<file path="config.mk">
export PLATFORM = sky130hd
export DESIGN_NAME = ascon_word_loader
export DESIGN_NICKNAME = d
export VERILOG_FILES = /design/src/rtl/ascon_pkg.sv /design/src/rtl/ascon_loader_fsm.sv /design/src/rtl/ascon_word_loader.sv
export SDC_FILE = /design/constraint.sdc
export NUM_CORES = 1
export LEC_CHECK = 0
export BUFFER_PORTS_ARGS = -buffer_cell sky130_fd_sc_hd__buf_4
export CAP_MARGIN = 20
export CORE_ASPECT_RATIO = 1.25
export CORE_UTILIZATION = 40
export CTS_BUF_LIST = sky130_fd_sc_hd__clkbuf_8
export DETAILED_ROUTE_END_ITERATION = 16
export GPL_ROUTABILITY_DRIVEN = 1
export PLACE_DENSITY = 0.74
export SLEW_MARGIN = 20
export SYNTH_ARGS = -nofsm -noshare
export SYNTH_HDL_FRONTEND = slang
export SYNTH_SLANG_ARGS = --single-unit
</file>
<file path="constraint.sdc">
create_clock -name CLK -period 19.9 [get_ports CLK]
set_input_delay 1.99 -clock CLK [delete_from_list [all_inputs] [get_ports CLK]]
set_output_delay 1.99 -clock CLK [all_outputs]
set_load 0.005 [all_outputs]
</file>
<file path="src/rtl/ascon_pkg.sv">
// Shared constants for the Ascon-128a word loader: FSM encoding, operand width, field indices.
// Handshake: a word transfers on a rising CLK edge where in_valid && in_ready; the host holds data/last stable until then.
package ascon_pkg;

  localparam int OPER_W     = 128;
  localparam int NUM_FIELDS = 4;

  localparam logic [1:0] ST_LOAD = 2'd0;
  localparam logic [1:0] ST_HOLD = 2'd1;
  localparam logic [1:0] ST_DONE = 2'd2;

  localparam logic [1:0] FIELD_SK = 2'd0;
  localparam logic [1:0] FIELD_N  = 2'd1;
  localparam logic [1:0] FIELD_A  = 2'd2;
  localparam logic [1:0] FIELD_P  = 2'd3;

endpackage

</file>
<file path="src/rtl/ascon_loader_fsm.sv">
// Loader control: state register, word counter and latency counter.
// Emits the operand write strobe with field/slice select and the frame status outputs.
module ascon_loader_fsm
  import ascon_pkg::*;
#(
  parameter int WORD_W   = 32,
  parameter int CORE_LAT = 4
) (
  input  logic                                 CLK,
  input  logic                                 RST,
  input  logic                                 in_valid,
  input  logic                                 in_last,
  output logic                                 in_ready,
  output logic                                 wr_en,
  output logic [1:0]                           wr_field,
  output logic [$clog2(OPER_W/WORD_W)-1:0]     wr_slice,
  output logic                                 vec_valid,
  output logic                                 core_done,
  output logic                                 frame_err,
  output logic [1:0]                           state_dbg
);

  localparam int NW      = 512 / WORD_W;
  localparam int WPF     = OPER_W / WORD_W;
  localparam int CNT_W   = $clog2(NW);
  localparam int SLICE_W = $clog2(WPF);
  localparam int LAT_W   = $clog2(CORE_LAT) + 1;

  localparam logic [CNT_W-1:0] CNT_LAST = CNT_W'(NW - 1);
  localparam logic [LAT_W-1:0] LAT_INIT = LAT_W'(CORE_LAT - 1);

  logic [1:0]       state_q, state_d;
  logic [CNT_W-1:0] cnt_q, cnt_d;
  logic [LAT_W-1:0] lat_q, lat_d;
  logic             err_q, err_d;
  logic             xfer;

  assign xfer = in_valid && (state_q == ST_LOAD);

  always_ff @(posedge CLK or posedge RST) begin
    if (RST) begin
      state_q <= ST_LOAD;
      cnt_q   <= '0;
      lat_q   <= '0;
      err_q   <= 1'b0;
    end else begin
      state_q <= state_d;
      cnt_q   <= cnt_d;
      lat_q   <= lat_d;
      err_q   <= err_d;
    end
  end

  // A framing error is any disagreement between in_last and "this is word NW-1".
  always_comb begin
    state_d = state_q;
    cnt_d   = cnt_q;
    lat_d   = lat_q;
    err_d   = 1'b0;
    case (state_q)
      ST_LOAD: begin
        if (xfer) begin
          err_d = in_last != (cnt_q == CNT_LAST);
          if (cnt_q == CNT_LAST) begin
            state_d = ST_HOLD;
            lat_d   = LAT_INIT;
            cnt_d   = '0;
          end else if (in_last) begin
            cnt_d = '0;
          end else begin
            cnt_d = cnt_q + 1'b1;
          end
        end
      end
      ST_HOLD: begin
        if (lat_q == '0) state_d = ST_DONE;
        else             lat_d   = lat_q - 1'b1;
      end
      ST_DONE: state_d = ST_LOAD;
      default: state_d = ST_LOAD;
    endcase
  end

  always_comb begin
    in_ready  = (state_q == ST_LOAD);
    vec_valid = (state_q == ST_HOLD) || (state_q == ST_DONE);
    core_done = (state_q == ST_DONE);
    frame_err = err_q;
    wr_en     = xfer;
    wr_field  = cnt_q[CNT_W-1 -: 2];
    wr_slice  = cnt_q[SLICE_W-1:0];
    state_dbg = state_q;
  end

endmodule

</file>
<file path="src/rtl/ascon_word_loader.sv">
// Word-serial operand loader for the Ascon-128a encrypt wrapper; assembles SK/N/A/P MS-word first.
// Define ASCON_LOADER_BSWAP_EN to byte-reverse each host word before storage (little-endian host).
module ascon_word_loader
  import ascon_pkg::*;
#(
  parameter int WORD_W   = 32,
  parameter int CORE_LAT = 4
) (
  input  logic              CLK,
  input  logic              RST,
  input  logic [WORD_W-1:0] in_data,
  input  logic              in_valid,
  input  logic              in_last,
  output logic              in_ready,
  output logic [OPER_W-1:0] SK,
  output logic [OPER_W-1:0] N,
  output logic [OPER_W-1:0] A,
  output logic [OPER_W-1:0] P,
  output logic              vec_valid,
  output logic              core_done,
  output logic              frame_err
);

  localparam int WPF     = OPER_W / WORD_W;
  localparam int SLICE_W = $clog2(WPF);

  logic               wr_en;
  logic [1:0]         wr_field;
  logic [SLICE_W-1:0] wr_slice;
  logic [1:0]         fsm_state;
  logic [WORD_W-1:0]  word_in;
  logic [OPER_W-1:0]  oper_q [NUM_FIELDS];

  ascon_loader_fsm #(
    .WORD_W   (WORD_W),
    .CORE_LAT (CORE_LAT)
  ) u_fsm (
    .CLK       (CLK),
    .RST       (RST),
    .in_valid  (in_valid),
    .in_last   (in_last),
    .in_ready  (in_ready),
    .wr_en     (wr_en),
    .wr_field  (wr_field),
    .wr_slice  (wr_slice),
    .vec_valid (vec_valid),
    .core_done (core_done),
    .frame_err (frame_err),
    .state_dbg (fsm_state)
  );

`ifdef ASCON_LOADER_BSWAP_EN
  always_comb begin
    word_in = '0;
    for (int b = 0; b < WORD_W / 8; b++) begin
      word_in[b*8 +: 8] = in_data[WORD_W-8-b*8 +: 8];
    end
  end
`else
  assign word_in = in_data;
`endif

  // Operands are only ever written while loading, which keeps them frozen for the wrapper.
  always_ff @(posedge CLK or posedge RST) begin
    if (RST) begin
      for (int f = 0; f < NUM_FIELDS; f++) oper_q[f] <= '0;
    end else if (wr_en && fsm_state == ST_LOAD) begin
      for (int f = 0; f < NUM_FIELDS; f++) begin
        for (int s = 0; s < WPF; s++) begin
          if (wr_field == 2'(f) && wr_slice == SLICE_W'(s)) begin
            oper_q[f][OPER_W-1-s*WORD_W -: WORD_W] <= word_in;
          end
        end
      end
    end
  end

  assign SK = oper_q[FIELD_SK];
  assign N  = oper_q[FIELD_N];
  assign A  = oper_q[FIELD_A];
  assign P  = oper_q[FIELD_P];

endmodule

</file>
Word-level counts from Yosys, hierarchy flattened
Index checks and enable logic that the tools add are counted.
Widths: inputs -> output; s select.
Storage, ports and cells
  register bits: 522
  bits in latches: 0
  memory bits (writable): 0
  memory bits (read-only): 0
  logic and storage cells: 91
  memories: 0
Cells by class
  add/sub/neg operators: 2
  multiply operators: 0
  div/mod/pow operators: 0
  magnitude comparators: 0
  equality and inequality tests: 14
  shift-type cells: 0
  mux-type cells: 12
  bitwise gates (word level): 0
  reductions and logical operators: 43
Operator list (count)
  $reduce_and 2->1: 17
  $logic_and 1x1->1: 18
  $eq 2x2->1 const B: 5
  $mux 3: 3
  $mux 4: 2
  $eq 2x1->1 const B: 3
  $logic_not 2->1: 3
  $mux 2: 3
  $ne 2x1->1 const B: 3
  $pmux 3 s2: 1
  $add 4x1->4 const B: 1
  $eq 4x4->1 const B: 1
  $pmux 2 s2: 1
  $reduce_and 4->1: 1
  $logic_not 3->1: 1
  $reduce_and 3->1: 1
  $sub 3x1->3 const B: 1
  $mux 1: 2
  $ne 2x2->1 const B: 1
  $reduce_bool 2->1: 1
  $logic_or 1x1->1: 1
  $ne 1x1->1: 1

Logic depth before layout (Yosys ltp)
Gate-level depths: netlist of run 1.
  word-level depth: 4
  mapped depth: 7
  mapped depth without buffers: 5

By module
A second synthesis of run 1 with hierarchy kept.
Second synthesis, totals
  cells, all modules: 1203
  area, all modules: 19767.7 µm²
By module, submodules not included
  ascon_word_loader: instances 1, cells each 1137, area each 19153.4 µm², seq. area each 12812.3 µm²
  ascon_loader_fsm: instances 1, cells each 66, area each 614.3 µm², seq. area each 250.2 µm²

Least setup slack after synthesis of run 1
No wires, ideal clock.
  path type: input to register
  start: input port in_valid
  end: register oper_q (netlist bit SK[73])
  data arrival time: 3.016 ns
  required time: 19.775 ns
  setup slack: 16.759 ns
  stages on the path: 5
  cell sequence: buf_2 -> nand3b_1 -> nor2_2 -> buf_4 -> mux2_2
On the way
  word-level cells in the longest chain between the ends: 3
RTL lines
  from (decl): RTL line ascon_word_loader.sv:12  | input logic in_valid,
  $logic_and 1x1->1: RTL line ascon_loader_fsm.sv:38  | assign xfer = in_valid && (state_q == ST_LOAD);
  $logic_and 1x1->1: RTL line ascon_word_loader.sv:67  | end else if (wr_en && fsm_state == ST_LOAD) begin
  $reduce_and 2->1 (no source line)
  to (signal, indexed assignment): RTL line ascon_word_loader.sv:71  | oper_q[f][OPER_W-1-s*WORD_W -: WORD_W] <= word_in;
  to (decl): RTL line ascon_word_loader.sv:32  | logic [OPER_W-1:0] oper_q [NUM_FIELDS];
Every way passes these cells.
A chain may end at the register's enable or synchronous reset.

==> flow_summary.json, run 1 <==
{
  "grt_pass1_wl_um": 84800,
  "hold_violations": 0,
  "core-area_um2": 49300,
  "setup_viol": 0,
  "die_width_um": 202,
  "hold_class": "flip-flop to flip-flop",
  "totalPowerFinal_uw": 3850,
  "io_buffers": 551,
  "antenna_found_initial": 3,
  "numCtsBuffers": 81,
  "ys.flop_type": "dfrtp_1",
  "criticalPathCategory": "primary input to async pin",
  "rows": 91,
  "viasPerCell": 5.02,
  "cp-end-kind": "async pin",
  "path_max_fanout": 132,
  "synth_area_um2": 20000,
  "seq_area_um2": 13100,
  "drive_gt1_share_pct": 63.2,
  "whs_ps": 483,
  "critPathLaunchType": "primary input",
  "vias": 12501,
  "finalWorstSetupSlack_ps": 15430,
  "dp_hpwl_um": 39300,
  "irDropWorstVdd_uv": 87.5,
  "drc": 0,
  "ios": 552,
  "place_congestion": 0.794,
  "place_ws_ps": 14650,
  "yosysWarnings": 0,
  "yosysSeqAreaShare_pct": 65.5,
  "nets": 1827,
  "ys_ff_latch": 522,
  "initial_utilization_pct": 40.5,
  "mostFrequentLayoutCell": "buf_4",
  "cp.arrival_ps": 5140,
  "p_per_area_nw_per_um2": 146,
  "drt-initial-drc-count": 421,
  "rsz0062_at_grt": "no",
  "multi_input_area_um2": 6440,
  "avgSynthCellArea_um2": 16.5,
  "min_period_over_period_pct": 22.5,
  "dr.pass1.iters": 4,
  "die_area_um2": 50800,
  "synth_cells": 1211,
  "htreeDepth": 3,
  "ant_nets": 0,
  "synth_cell_types": 38,
  "clkLatencyLatePin_ps": 650,
  "path_clk_slew_ps": 50,
  "clock.fmax_mhz": 224,
  "cts_setup_buffers": 0,
  "root_buffer": "clkbuf_8",
  "cp.required_ps": 20570,
  "layout_common_cells": "buf_4 (572), dfrtp_1 (522), mux2_2 (459), clkbuf_8 (99), mux2_1 (55)",
  "grt_start_max_net_pins": 133,
  "worstMarginPinSlew_ps": 974,
  "p_leak_uw": 0.0135,
  "syn_to_final_growth_pct": 31.8,
  "status": "complete, no violations",
  "ctsLongestPathBuffers": 3,
  "synth_nets": 1257,
  "setup-tns-final_ps": 0,
  "totalWireLength_um": 57400,
  "synthArstFlopShare_pct": 100,
  "grt_pass1_vias": 13291,
  "dp.cells": 2348,
  "maxSlewViolCount": 0,
  "cts_resized": 0,
  "cap_violations": 0,
  "cts_tree": "done",
  "cts_num_sinks": 522,
  "wl_per_cell_um": 23.1,
  "grt-ovfl-total": 0,
  "finalClockSkew_ps": 19.5,
  "die_h_um": 252,
  "final_cells": 2492,
  "synth_edf_count": 0,
  "final.min_clock_period_ps": 4470,
  "track_usage_pct": 22.4,
  "nFillCells": 4046,
  "slew_headroom_pct": 35.0,
  "hold_buffers": 0
}
==> power by group <==
group / leakage, uW / switching, uW / internal [uW] / total (uW)
Combinational: 0.00576 / 492 / 782 / 1270
Sequential: 0.00683 / 223 / 1450 / 1670
Clock: 0.000941 / 413 / 486 / 898
==> final cells by class <==
class,instances,share of cell area (%)
Tap cell,651,3.10
Inverter,9,0.157
Antenna cell,2,0.0190
Multi-Input combinational cell,594,24.5
Clock buffer,99,5.18
Timing Repair Buffer,573,16.4
Clock inverter,42,0.961
Sequential cell,522,49.7
==> critical path, stage by stage <==
cell	delay, ps
buf_4	130
inv_8	580
buf_4	770
buf_4	710
buf_4	740
==> sequential cells by signal (all words and copies together), names as in the netlist <==
register,count
N,128
u_fsm.lat_q,3
P,128
u_fsm.cnt_q,4
A,128
u_fsm.state_dbg,2
u_fsm.frame_err,1
SK,128
==> stage by stage <==
step	area [um^2]	utilization (%)
after CTS	26300	53.3
final	26300	53.4
after global placement	24600	50.0
after floorplan	20000	-
after detailed placement	24600	50.0
after global routing	26300	53.4
==> cells by family (layout without fill, tap and decap cells) <==
group | Yosys count | count (layout) | synth area share (%)
compound gates | 16 | 16 | 0.558
xor+xnor | 1 | 1 | 0.0439
buf+inv | 95 | 723 | 2.65
simple gates | 52 | 52 | 1.61
fa+ha+maj | 10 | 10 | 0.627
other cells | 0 | 2 | 0
mux | 515 | 515 | 29.1
flops | 522 | 522 | 65.5
==> synth_stat cells (2+ instances only) <==
master	count	share of area (%)
a21oi_1	2	0.050
buf_2	9	0.23
buf_4	43	1.6
clkbuf_1	34	0.64
dfrtp_1	522	65
ha_1	10	0.63
inv_1	9	0.17
mux2_1	55	3.1
mux2_2	459	26
nand2_1	13	0.24
nand2b_1	2	0.063
nand3_1	7	0.18
nand3_2	2	0.10
nand3b_1	2	0.075
nor2_1	3	0.056
nor2_2	12	0.38
nor2b_1	2	0.063
nor3_2	2	0.10
o21ai_0	3	0.075
o31ai_1	2	0.075
==> layer usage <==
metal,part of all wire (%),GRT usage (%)
met5,0.023,0
met4,4.0,11.1
met3,6.0,5.98
met2,51,37.8
met1,39,26.4
==> final timing paths <==
| kind | from | to | slack [ps] | depth (start not counted) |
|---|---|---|---|---|
| worst max register to register | u_fsm.state_dbg[1] | N[39] | 16660 | 6 |
| min in group asynchronous | RST | P[40] | 1510 | 2 |
| worst max-delay path | RST | SK[125] | 15430 | 5 |
| worst min register to register | A[124] | A[124] | 480 | 1 |
| worst min-delay path | A[124] | A[124] | 480 | 1 |
| max in group CLK | u_fsm.state_dbg[1] | in_ready | 15840 | 3 |
No activity file was read; power rests on OpenSTA's default activity.
==> inputs of run 2 (changes only) <==
- ABC_AREA: not set -> 1
- clock period: 19.9 -> 4.7 ns (I/O delays scaled with it)
==> run 2 against run 1 <==
First-iteration DRC count increased to 2.5 times the previous value. Final cell count increased by 20%. Sequential power grew to 4.0 times the previous value. Largest power group unchanged.
==> flow_summary.json, run 2 <==
{
  "grt_start_max_net_pins": 156,
  "cap_violations": 0,
  "synth_nets": 1852,
  "grt_pass1_vias": 15221,
  "whs_ps": 192,
  "place_congestion": 0.874,
  "drive_gt1_share_pct": 30.3,
  "synth.most_common_cell": "nand2_1",
  "final.min_clock_period_ps": 2430,
  "p_leak_uw": 0.0130,
  "slowest_stage": "buf_4",
  "nets": 2378,
  "hold_class": "primary input to flip-flop",
  "grt_pass1_wl_um": 93500,
  "max_stage_delay_ps": 430,
  "hold_violations": 0,
  "path_clk_slew_ps": 60,
  "die_width_um": 196,
  "cp-end-kind": "flip-flop",
  "nFillCells": 4044,
  "rows": 88,
  "r2r_slack_ps": 2270,
  "yosys-top-cells-count": "nand2_1 (538), dfrtp_1 (522), o21ai_0 (497), clkbuf_1 (77), inv_1 (51)",
  "dr.pass1.iters": 5,
  "status": "complete, no violations",
  "crit_chain": "inv_1, ha_1, nand2_2, nor2_4, nand2_2, buf_4, nand2_1, o21ai_0",
  "worstMarginPinSlew_ps": 1060,
  "antenna_found_initial": 5,
  "crit_path_frequent_cell": "nand2_2",
  "grt-ovfl-total": 0,
  "rsz0062_at_grt": "no",
  "viasPerCell": 5.14,
  "ys_ff_latch": 522,
  "layout_common_cells": "buf_4 (565), nand2_1 (538), dfrtp_1 (522), o21ai_0 (497), clkbuf_8 (118)",
  "clock.fmax_mhz": 412,
  "synth_cell_types": 19,
  "min_period_over_period_pct": 51.6,
  "drt-initial-drc-count": 1064,
  "yosysWarnings": 0,
  "synth_edf_count": 0,
  "htreeDepth": 3,
  "irDropWorstVdd_uv": 384,
  "yosysSeqAreaShare_pct": 69.6,
  "cts_resized": 0,
  "ctsLongestPathBuffers": 3,
  "cp.required_ps": 5170,
  "setup_viol": 0,
  "numCtsBuffers": 82,
  "die_h_um": 244,
  "path_max_fanout": 40,
  "synth_cells": 1806,
  "dp_hpwl_um": 41600,
  "critPathLaunchType": "flip-flop",
  "synth.top_cells.by_area": "dfrtp_1 (70%), o21ai_0 (13%), nand2_1 (11%)",
  "finalClockSkew_ps": 21.4,
  "p_per_area_nw_per_um2": 604,
  "io_buffers": 551,
  "cp.arrival_ps": 2890,
  "synth_top_area_share_pct": 69.6,
  "synth_area_um2": 18800,
  "criticalPathCategory": "flip-flop to flip-flop",
  "initial_utilization_pct": 40.6,
  "place_ws_ps": 2250,
  "ant_nets": 0,
  "yosysTopAreaCell": "dfrtp_1",
  "slew_headroom_pct": 29.3,
  "clkLatencyLatePin_ps": 640,
  "ys.flop_type": "dfrtp_1",
  "drc": 0,
  "cts_tree": "done",
  "ios": 552,
  "wl_per_cell_um": 20.9,
  "totalWireLength_um": 62200,
  "core-area_um2": 46200,
  "finalWorstSetupSlack_ps": 2270,
  "root_buffer": "clkbuf_8",
  "vias": 15316,
  "track_usage_pct": 26.1,
  "synthArstFlopShare_pct": 100,
  "maxSlewViolCount": 0,
  "syn_to_final_growth_pct": 33.7,
  "cts_num_sinks": 522,
  "mostFrequentLayoutCell": "buf_4",
  "avgSynthCellArea_um2": 10.4,
  "die_area_um2": 47800
}
## run 2: cell count changes after synthesis, moves of 43 or more
cell      delta
mux2_1      -55
clkbuf_1    +43
mux2_2     -459
nand2_1    +525
buf_4       -43
o21ai_0    +494
## run 2: area by class of cell
cell class	count	area, um^2	share of cell area [%]
clock inverters	28	151	0.603
flip-flops and latches	522	13100	52.0
diodes	2	5.00	0.0199
well taps	585	732	2.91
inverters	51	195	0.777
multi-input cells	1105	5010	20.0
clock buffers	118	1620	6.47
repair buffers	570	4330	17.2
## run 2: routing by layer
| layer | global-route usage (%) | vias up | part of all wire, % |
|---|---|---|---|
| met3 | 5.46 | 154 | 6.9 |
| met5 | 0 | - | 0 |
| met1 | 32.6 | 7585 | 39 |
| met4 | 14.4 | 0 | 4.7 |
| met2 | 42.5 | 657 | 49 |
| li1 | - | 6920 | - |
## run 2: cells by family (layout without fill, tap and decap cells)
logic type,after synthesis,after routing,share of synthesized area [%]
AO/OA/AOI/OAI,516,516,13.8
adder cells (fa/ha/maj),10,10,0.666
buffers and inverters,179,767,3.92
flip-flops,522,522,69.6
other,0,2,0
XOR/XNOR,1,1,0.0467
AND/OR/NAND/NOR,578,578,12.0
## run 2: critical path, delay by kind of cell, from the launching register on
family	cells	cell delay, ps
simple gates	4	940
buf+inv	2	550
flops	1	400
fa+ha+maj	1	250
compound gates	1	100
## run 2: path summary, 6_finish.rpt
path | startpoint | to | cells after the start
max | u_fsm.state_dbg[0] | SK[40] | 8
min in group asynchronous | RST | P[61] | 3
max in group asynchronous | RST | A[57] | 5
min | in_last | u_fsm.cnt_q[2] | 4
max reg2reg | u_fsm.state_dbg[0] | SK[40] | 8
min reg2reg | N[3] | N[3] | 2
## run 2: power breakdown
group	total [uW]	switching, uW	internal (uW)	leakage, uW
logic	4370	2100	2270	0.00510
clock network	4040	1770	2270	0.000983
registers	6760	868	5890	0.00695
total	15200	4740	10400	0.0130
## run 2: stage by stage
stage	total power, uW	setup TNS (ps)	std cells	utilization (%)	instance area (um^2)
after detailed placement	11200	0	2831	50.3	23300
after global routing	16000	0	2980	54.3	25100
after global placement	11000	0	2831	50.3	23300
after CTS	15300	0	2978	54.2	25100
after floorplan	8230	-1494070	1806	-	18800
final	15200	0	2981	54.3	25100
## run 2: timing repair
item / in CTS / in global routing
buffers inserted: 0 / 0
hold endpoints to repair: 29 / 0
hold buffers: 1 / 0
